File: src/rtl/microcode_sequencer_pkg.sv
// Shared microword layout, sequencing encodings and FSM states for the
// microcode sequencer and the bus executor decode.
package microcode_sequencer_pkg;

   typedef enum logic [1:0] {
      SEQ_NEXT   = 2'b00,
      SEQ_JUMP   = 2'b01,
      SEQ_BRANCH = 2'b10,
      SEQ_END    = 2'b11
   } seq_e;

   typedef enum logic [1:0] {
      ST_IDLE = 2'b00,
      ST_EXEC = 2'b01,
      ST_DONE = 2'b10
   } state_e;

   localparam logic [7:0] BUS_NOP = 8'h00;

   // Word is {w_addr[8], r_addr[8], seq[2], wait[1], target[uw]}, MSB first.
   function automatic int word_width(input int uw);
      return uw + 19;
   endfunction

   function automatic int w_lsb(input int uw);
      return uw + 11;
   endfunction

   function automatic int r_lsb(input int uw);
      return uw + 3;
   endfunction

   function automatic int seq_lsb(input int uw);
      return uw + 1;
   endfunction

   function automatic int wait_pos(input int uw);
      return uw;
   endfunction

endpackage

File: src/rtl/microcode_sequencer_ucode_store.sv
// Microcode store: register array with a synchronous write port and a
// combinational read port. Contents are deliberately left unreset.
module microcode_sequencer_ucode_store
   import microcode_sequencer_pkg::*;
#(
   parameter int UPC_WIDTH = 6
) (
   input  logic                              clk,
   input  logic                              we,
   input  logic [UPC_WIDTH-1:0]              waddr,
   input  logic [word_width(UPC_WIDTH)-1:0]  wdata,
   input  logic [UPC_WIDTH-1:0]              raddr,
   output logic [word_width(UPC_WIDTH)-1:0]  rdata
);

   localparam int DW = word_width(UPC_WIDTH);

   logic [DW-1:0] mem_r [2**UPC_WIDTH];

   // Write port
   always_ff @(posedge clk) begin
      if (we) begin
         mem_r[waddr] <= wdata;
      end else begin
         mem_r[waddr] <= mem_r[waddr];
      end
   end

   assign rdata = mem_r[raddr];

endmodule

File: src/rtl/microcode_sequencer.sv
// Microcode sequencer: steps a loadable store, issuing one bus transfer per
// step, with branching, ready-wait stalls and a runaway-step watchdog.
module microcode_sequencer
   import microcode_sequencer_pkg::*;
#(
   parameter int UPC_WIDTH = 6,
   parameter int MAX_STEPS = 255
) (
   input  logic                   clk,
   input  logic                   rst_n,
   input  logic                   start,
   input  logic [UPC_WIDTH-1:0]   entry_upc,
   input  logic                   cond,
   input  logic                   ready,
   input  logic                   load_we,
   input  logic [UPC_WIDTH-1:0]   load_addr,
   input  logic [UPC_WIDTH+18:0]  load_data,
   output logic [7:0]             w_addr,
   output logic [7:0]             r_addr,
   output logic                   busy,
   output logic                   done,
   output logic                   fault
);

   localparam int DW     = word_width(UPC_WIDTH);
   localparam int STEP_W = $clog2(MAX_STEPS + 1);
   localparam int W_LSB  = w_lsb(UPC_WIDTH);
   localparam int R_LSB  = r_lsb(UPC_WIDTH);
   localparam int S_LSB  = seq_lsb(UPC_WIDTH);
   localparam int WT_POS = wait_pos(UPC_WIDTH);

   state_e                state_r;
   logic [UPC_WIDTH-1:0]  upc_r;
   logic [STEP_W-1:0]     steps_r;
   logic [7:0]            w_addr_r;
   logic [7:0]            r_addr_r;
   logic                  busy_r;
   logic                  done_r;
   logic                  fault_r;

   logic [DW-1:0]         word_s;
   logic                  store_we_s;
   logic [UPC_WIDTH-1:0]  upc_inc_s;
   seq_e                  seq_s;
   logic                  stall_s;
   logic                  wd_trip_s;

   // Writes are accepted only while no routine is running
   assign store_we_s = load_we & (state_r == ST_IDLE);

   microcode_sequencer_ucode_store #(
      .UPC_WIDTH (UPC_WIDTH)
   ) u_ucode_store (
      .clk   (clk),
      .we    (store_we_s),
      .waddr (load_addr),
      .wdata (load_data),
      .raddr (upc_r),
      .rdata (word_s)
   );

   // Decode of the current microword
   always_comb begin
      upc_inc_s = upc_r + UPC_WIDTH'(1'b1);
      seq_s     = seq_e'(word_s[S_LSB +: 2]);
      stall_s   = word_s[WT_POS] & ~ready;
      wd_trip_s = (steps_r == STEP_W'(MAX_STEPS));
   end

   // Sequencer FSM, micro-PC, step counter and registered bus outputs
   always_ff @(posedge clk or negedge rst_n) begin
      if (!rst_n) begin
         state_r  <= ST_IDLE;
         upc_r    <= {UPC_WIDTH{1'b0}};
         steps_r  <= {STEP_W{1'b0}};
         w_addr_r <= BUS_NOP;
         r_addr_r <= BUS_NOP;
         busy_r   <= 1'b0;
         done_r   <= 1'b0;
         fault_r  <= 1'b0;
      end else begin
         case (state_r)
            ST_IDLE: begin
               w_addr_r <= BUS_NOP;
               r_addr_r <= BUS_NOP;
               done_r   <= 1'b0;
               fault_r  <= 1'b0;
               if (start) begin
                  upc_r   <= entry_upc;
                  steps_r <= {STEP_W{1'b0}};
                  busy_r  <= 1'b1;
                  state_r <= ST_EXEC;
               end else begin
                  busy_r  <= 1'b0;
               end
            end
            ST_EXEC: begin
               done_r <= 1'b0;
               if (stall_s) begin
                  w_addr_r <= BUS_NOP;
                  r_addr_r <= BUS_NOP;
                  fault_r  <= 1'b0;
               end else if (wd_trip_s) begin
                  // Runaway routine: drop this step and abort without done
                  w_addr_r <= BUS_NOP;
                  r_addr_r <= BUS_NOP;
                  fault_r  <= 1'b1;
                  busy_r   <= 1'b0;
                  state_r  <= ST_IDLE;
               end else begin
                  w_addr_r <= word_s[W_LSB +: 8];
                  r_addr_r <= word_s[R_LSB +: 8];
                  fault_r  <= 1'b0;
                  steps_r  <= steps_r + STEP_W'(1'b1);
                  case (seq_s)
                     SEQ_NEXT:   upc_r <= upc_inc_s;
                     SEQ_JUMP:   upc_r <= word_s[UPC_WIDTH-1:0];
                     SEQ_BRANCH: upc_r <= cond ? word_s[UPC_WIDTH-1:0] : upc_inc_s;
                     SEQ_END:    state_r <= ST_DONE;
                     default:    upc_r <= upc_inc_s;
                  endcase
               end
            end
            ST_DONE: begin
               w_addr_r <= BUS_NOP;
               r_addr_r <= BUS_NOP;
               done_r   <= 1'b1;
               fault_r  <= 1'b0;
               busy_r   <= 1'b0;
               state_r  <= ST_IDLE;
            end
            default: begin
               w_addr_r <= BUS_NOP;
               r_addr_r <= BUS_NOP;
               done_r   <= 1'b0;
               fault_r  <= 1'b0;
               busy_r   <= 1'b0;
               state_r  <= ST_IDLE;
            end
         endcase
      end
   end

   assign w_addr = w_addr_r;
   assign r_addr = r_addr_r;
   assign busy   = busy_r;
   assign done   = done_r;
   assign fault  = fault_r;

endmodule
File: config.mk
export PLATFORM = sky130hd
export DESIGN_NAME = microcode_sequencer
export DESIGN_NICKNAME = d
export VERILOG_FILES = /design/src/rtl/microcode_sequencer_pkg.sv /design/src/rtl/microcode_sequencer_ucode_store.sv /design/src/rtl/microcode_sequencer.sv
export SDC_FILE = /design/constraint.sdc
export NUM_CORES = 2
export LEC_CHECK = 0
export ABC_AREA = 1
export CAP_MARGIN = 25
export CELL_PAD_IN_SITES_DETAIL_PLACEMENT = 1
export CELL_PAD_IN_SITES_GLOBAL_PLACEMENT = 2
export CORE_MARGIN = 3
export CORE_UTILIZATION = 43
export CTS_CLUSTER_DIAMETER = 150
export DETAILED_ROUTE_END_ITERATION = 10
export PLACE_DENSITY_LB_ADDON = 0.05
export SLEW_MARGIN = 20
export SYNTH_ARGS = -nofsm -noshare
export SYNTH_HDL_FRONTEND = slang
export SYNTH_HIERARCHICAL = 1
export SYNTH_SLANG_ARGS = --single-unit
File: constraint.sdc
create_clock -name clk -period 11.5 [get_ports clk]
set_input_delay 2.3 -clock clk [delete_from_list [all_inputs] [get_ports clk]]
set_output_delay 2.3 -clock clk [all_outputs]
set_load 0.02 [all_outputs]
Word-level counts from Yosys, hierarchy flattened
Memory sizes are Yosys's and may differ from the RTL's.
Cells that the tools add are included.

word-level totals
  input port bits = 43
  memories = 1
  flip-flop bits (word level) = 35
  RAM bits = 1600
  output and inout port bits = 19

operators by class
  muxes and demuxes = 33
  $add $sub $neg = 2
  bitwise operators = 4
  eq/ne operators = 13
  reductions and logical operators = 8

memories
  memory               words  width  read ports  clocked after Yosys merged registers in  wr ports  line                                   RTL
  u_ucode_store.mem_r  64     25     1           0                                        1         microcode_sequencer_ucode_store.sv:18  logic [DW-1:0] mem_r [2**UPC_WIDTH];

operators by type and width
  cell                   count
  $mux W8                9
  $mux W25               1
  $mux W6                4
  $pmux W6 S3            1
  $pmux W8 S2            1
  $pmux W6 S2            1
  $mux W1                10
  $add A8 B1 Y8 const B  1
  $eq A8 B8 Y1 const B   1
  $mux W2                4
  $ne A2 B2 Y1 const B   4
  $add A6 B1 Y6 const B  1
  $eq A2 B2 Y1 const B   3
  $reduce_and A5 Y1      1
  $eq A2 B1 Y1 const B   2
  $logic_not A2 Y1       2
  $ne A4 B4 Y1 const B   1
  $pmux W2 S2            1
  $reduce_and A2 Y1      2
  $reduce_and A4 Y1      1
  $ne A3 B2 Y1 const B   1
  $reduce_and A3 Y1      1
  $and A1 B1 Y1          2
  $pmux W1 S2            1
  other kinds (4)        4

Depth between registers and ports, before layout
  depth after elaboration = 6
  mapped depth = 22
  depth with buffers taken out = 19

By module
Netlist, hierarchy kept.

by module, submodules not included
  module                           area each (µm²)  seq. area each (µm²)  cells each  times used
  microcode_sequencer_ucode_store  65231.3          48046.1               5418        1
  microcode_sequencer              1876.8           875.8                 238         1

Worst setup path after synthesis
Ideal clock, no wire load.

  path type = input -> register
  start = input port load_we
  end = memory u_ucode_store/mem_r[48][0] (netlist name), enable pin
  arrival time = 5.387 ns
  cell stages on the path = 5
  path buffers = 1
  slack = 5.642 ns
  cells stage by stage = inv_1 -> nor2_1 -> clkbuf_1 -> nand4_1 -> nor4_1

on the way
  word-level cells in the longest chain between the ends = 4

ends and longest elaborated chain
  element                                                                    line                                                                          RTL
  from (decl)                                                                microcode_sequencer.sv:15                                                     input logic load_we,
  $and A1 B1 Y1 (*)                                                          microcode_sequencer.sv:49                                                     assign store_we_s = load_we & (state_r == ST_IDLE);
  net store_we_s                                                             microcode_sequencer.sv:42                                                     logic store_we_s;
  $mux W1 (on tied branches)                                                 microcode_sequencer_ucode_store.sv:22, microcode_sequencer_ucode_store.sv:25
  $mux W1 (implied by the code) / $reduce_and A2 Y1 (equally long branches)  --
  $or A1 B1 Y1 (no source line) (*)                                          --
  to (decl)                                                                  microcode_sequencer_ucode_store.sv:18

The timed path passes the listed nets; every way through them passes the cells marked *.

Final worst setup path
  start = register upc_r[0]
  end = register upc_r[5]

on the way
  word-level cells in the longest chain between the ends = 6

ends and longest elaborated chain
  element                               line                        RTL
  from (decl)                           microcode_sequencer.sv:33   logic [UPC_WIDTH-1:0] upc_r;
  from (signal assigned)                microcode_sequencer.sv:74   upc_r <= {UPC_WIDTH{1'b0}};
  from (signal assigned)                microcode_sequencer.sv:89   upc_r <= entry_upc;
  from (signal assigned)                microcode_sequencer.sv:116  SEQ_NEXT: upc_r <= upc_inc_s;
  $mem_v2 Z64 W25 (*)                   --
  net word_s[7]                         microcode_sequencer.sv:41   logic [DW-1:0] word_s;
  $eq A2 B2 Y1 (tied with other cells)  microcode_sequencer.sv:115  case (seq_s)
  $pmux W6 S3                           microcode_sequencer.sv:115
  $mux W6                               microcode_sequencer.sv:103  end else if (wd_trip_s) begin
  $mux W6                               microcode_sequencer.sv:99   if (stall_s) begin
  $pmux W6 S2                           microcode_sequencer.sv:82   case (state_r)

The timed path passes the listed nets; every way through them passes the cells marked *. The select of a mux whose other input is x is not followed.
A chain may end at the register's enable or synchronous reset.

==> results.py <==
metrics = {
    "status": {
        "status": "finished clean",
    },
    "detailed_routing": {
        "first_iter_violations": 4946,
        "viasPerCell": 5.68,
        "antenna_left": 0,
        "drc": 0,
        "wl_per_cell_um": 28.2,
        "vias": 44446,
        "drtPass1Iterations": 6,
        "wirelength_mm": 220,
    },
    "die": {
        "die_area_um2": 161000,
        "initial_core_util_pct": 43.4,
        "die_h_um": 401,
        "io_pins": 62,
        "core_region_area_um2": 155000,
        "row_count": 144,
        "die_width_um": 401,
    },
    "clock_network": {
        "clk_path_buf_depth": 3,
        "cts_hold_buf": 0,
        "cts.clk_slew.worst_paths_ns": 0.06,
        "cts_tree": "built",
        "post_cts_resize_count": 0,
        "cts-buffers-inserted": 178,
        "cts-root-buf": "clkbuf_16",
        "cts_max_level": 4,
        "clock_latency_ns": 0.80,
        "cts.repair_timing.setup_buffer_count": 0,
        "cts_sinks": 1635,
    },
    "global_route": {
        "grt_pass1_vias": 43099,
        "antenna_found_initial": 11,
        "grt_pass1_wl_mm": 315,
        "grt_use_total_pct": 27.0,
        "grt_max_degree": 302,
        "overflow": 0,
    },
    "worst_setup_path": {
        "r2r-start": "upc_r[0]",
        "cp_slowest_cell": "dfrtp_4",
        "cp.required_ns": 12.23,
        "path_cells": "buf_12 > buf_12 > buf_4 > nand2_1 > nand3_1 > nand3_1 > nand2_1 > nand2_1 > nand3_1 > nand3_1 > nand2_1 > inv_1 > ha_1 > nor2_1 > a21oi_2 > nand4_2 > nor2_1 > nand2_1 > nand2_1",
        "critPathMaxStageDelay_ns": 1.02,
        "path_common_cell": "nand2_1",
        "critical_path_class": "flip-flop to flip-flop",
        "worstReg2RegEnd": "upc_r[5]",
        "cp-end-kind": "flip-flop",
        "ff2ff_setup_slack_ns": 5.53,
        "crit_path_max_fanout": 170,
        "critPathLaunchType": "flip-flop",
        "critPathArrivalTime_ns": 6.69,
        "r2r_cells": 19,
    },
    "sta": {
        "final-max-slew-violation-count": 0,
        "rsz0062_at_grt": "no",
        "min_period_ns": 5.97,
        "tightest_slew_ns": 1.10,
        "skew_ns": 0.0251,
        "hold_violations": 0,
        "max_freq_ghz": 0.168,
        "tns_ns": 0,
        "slew_headroom_pct": 26.6,
        "period_share_pct": 51.9,
        "setup_viol": 0,
    },
    "power_and_ir_drop": {
        "p_leak_nw": 26.5,
        "p_per_area_nw_per_um2": 255,
        "vdd_drop_max_mv": 0.202,
    },
    "final_layout": {
        "drive_gt1_share_pct": 7.57,
        "final_cell_area_um2": 74500,
        "nNetsFinal": 5675,
        "area_growth_pct": 11.0,
    },
    "hold_path": {
        "hold_path_end": "steps_r[1]",
        "hp-start": "steps_r[1]",
        "min_path_cells": 2,
        "worst_hold_path_type": "flip-flop to flip-flop",
    },
    "logic_synthesis": {
        "yosysWarnings": 6,
        "postSynthCellCount": 5656,
        "syn_area_um2": 67100,
        "synth_cell_types": 33,
        "ys_seq_area_share_pct": 72.9,
        "synth.net_count": 5705,
        "ys_seq_elements": 1635,
        "avgSynthCellArea_um2": 11.9,
    },
    "placed_design": {
        "place_congestion": 0.863,
        "placedInstanceArea_um2": 68900,
        "portBuffers": 61,
        "place_hpwl_mm": 126,
    },
    "flow_run": {
        "cap_violations": 0,
    },
}
==> report_power, final <==
part	switching, mW	internal [mW]	total (mW)
Clock	2.36	3.14	5.50
Sequential	0.158	6.61	6.77
Combinational	5.18	1.56	6.75
==> cells in the mapped netlist (all sizes together) <==
| master | n | area, µm² |
|---|---|---|
| nor3 | 2 | 10.0 |
| or2 | 2 | 12.5 |
| o21ai | 13 | 68.8 |
| ha | 6 | 75.1 |
| nand3 | 1382 | 6920 |
| dfrtp | 35 | 876 |
| buf | 323 | 2340 |
| edfxtp | 1600 | 48000 |
| inv | 39 | 156 |
| a21oi | 1 | 8.76 |
| nand4 | 13 | 87.6 |
| nand2 | 2105 | 7920 |
| clkbuf | 33 | 124 |
| nor4 | 8 | 50.1 |
| xnor2 | 2 | 17.5 |
| nor2 | 90 | 369 |
| xor2 | 1 | 8.76 |
| o21bai | 1 | 7.51 |
==> worst max path at each step <==
stage	to	from	cells past startpoint	slack [ns]
6_report	upc_r[5]	upc_r[0]	19	5.53
2_1_floorplan	u_ucode_store/mem_r[48][0]	load_we	5	5.64
5_1_grt	upc_r[5]	upc_r[0]	19	5.12
3_3_place_gp	u_ucode_store/mem_r[14][24]	load_we	6	5.45
4_1_cts	upc_r[5]	upc_r[0]	19	5.64
3_5_place_dp	u_ucode_store/mem_r[14][24]	load_we	6	5.38
==> per-stage QoR <==
| stage | hold slack [ns] | setup WS, ns | utilization [%] | total power, mW | instances |
|---|---|---|---|---|---|
| detailed placement | 0.502 | 5.38 | 44.6 | 13.6 | 7488 |
| finish | 0.511 | 5.53 | 48.2 | 19.0 | 7821 |
| global placement | 0.489 | 5.45 | 44.6 | 13.5 | 7488 |
| global route | 0.573 | 5.12 | 48.2 | 20.0 | 7818 |
| floorplan | 0.467 | 5.64 | - | 11.1 | 5656 |
| CTS | 0.518 | 5.64 | 48.1 | 19.1 | 7816 |
==> sequential cells by signal (all words and copies together) (netlist names) <==
register             count
r_addr                   8
state_r                  2
u_ucode_store/mem_r   1600
fault                    1
upc_r                    6
w_addr                   8
busy                     1
steps_r                  8
done                     1
==> logic make-up after synthesis <==
kind of cell             share of synthesized area, %
AND/OR/NAND/NOR                                  22.9
flip-flops                                       72.9
buffers and inverters                            3.91
AO/OA/AOI/OAI                                   0.127
adder cells (fa/ha/maj)                         0.112
XOR/XNOR                                       0.0392
==> worst max-delay path: cells and delay by family, from the launching register on <==
kind	cells	cell delay, ns
buffers and inverters	4	2.03
and+or+nand+nor	13	1.68
DFF	1	1.02
adders and majority gates	1	0.43
AOI/OAI and AO/OA	1	0.18
==> final cells by class <==
cell class,instances,area [µm²]
antenna,3,7.51
clock buffer,230,4760
multi-input combinational,3626,16000
timing repair buffer,146,1220
clock inverter,98,764
tap,2044,2560
fill,16039,80100
inverter,39,193
sequential,1635,48900
==> routing by layer <==
metal	GRT usage (%)	part of all wire [%]	wire length (µm)
met5	0	0.012	27
met4	6.13	2.1	4670
met3	5.13	7.4	16400
met2	39.2	43	95600
met1	41.9	47	104000
==> cells in the final DEF (no fill, tap or decap), types with 30 or more instances in the layout <==
cell type,netlist,final
nand3_1,1381,1381
clkdlybuf4s50_1,0,35
buf_4,6,77
clkbuf_16,0,181
inv_1,35,32
clkinv_1,0,48
nand2_1,2100,2100
dfrtp_1,35,30
clkbuf_1,33,44
edfxtp_1,1600,1600
nor2_4,2,54
nor2_1,87,31
No activity file was read; power rests on OpenSTA's default activity.
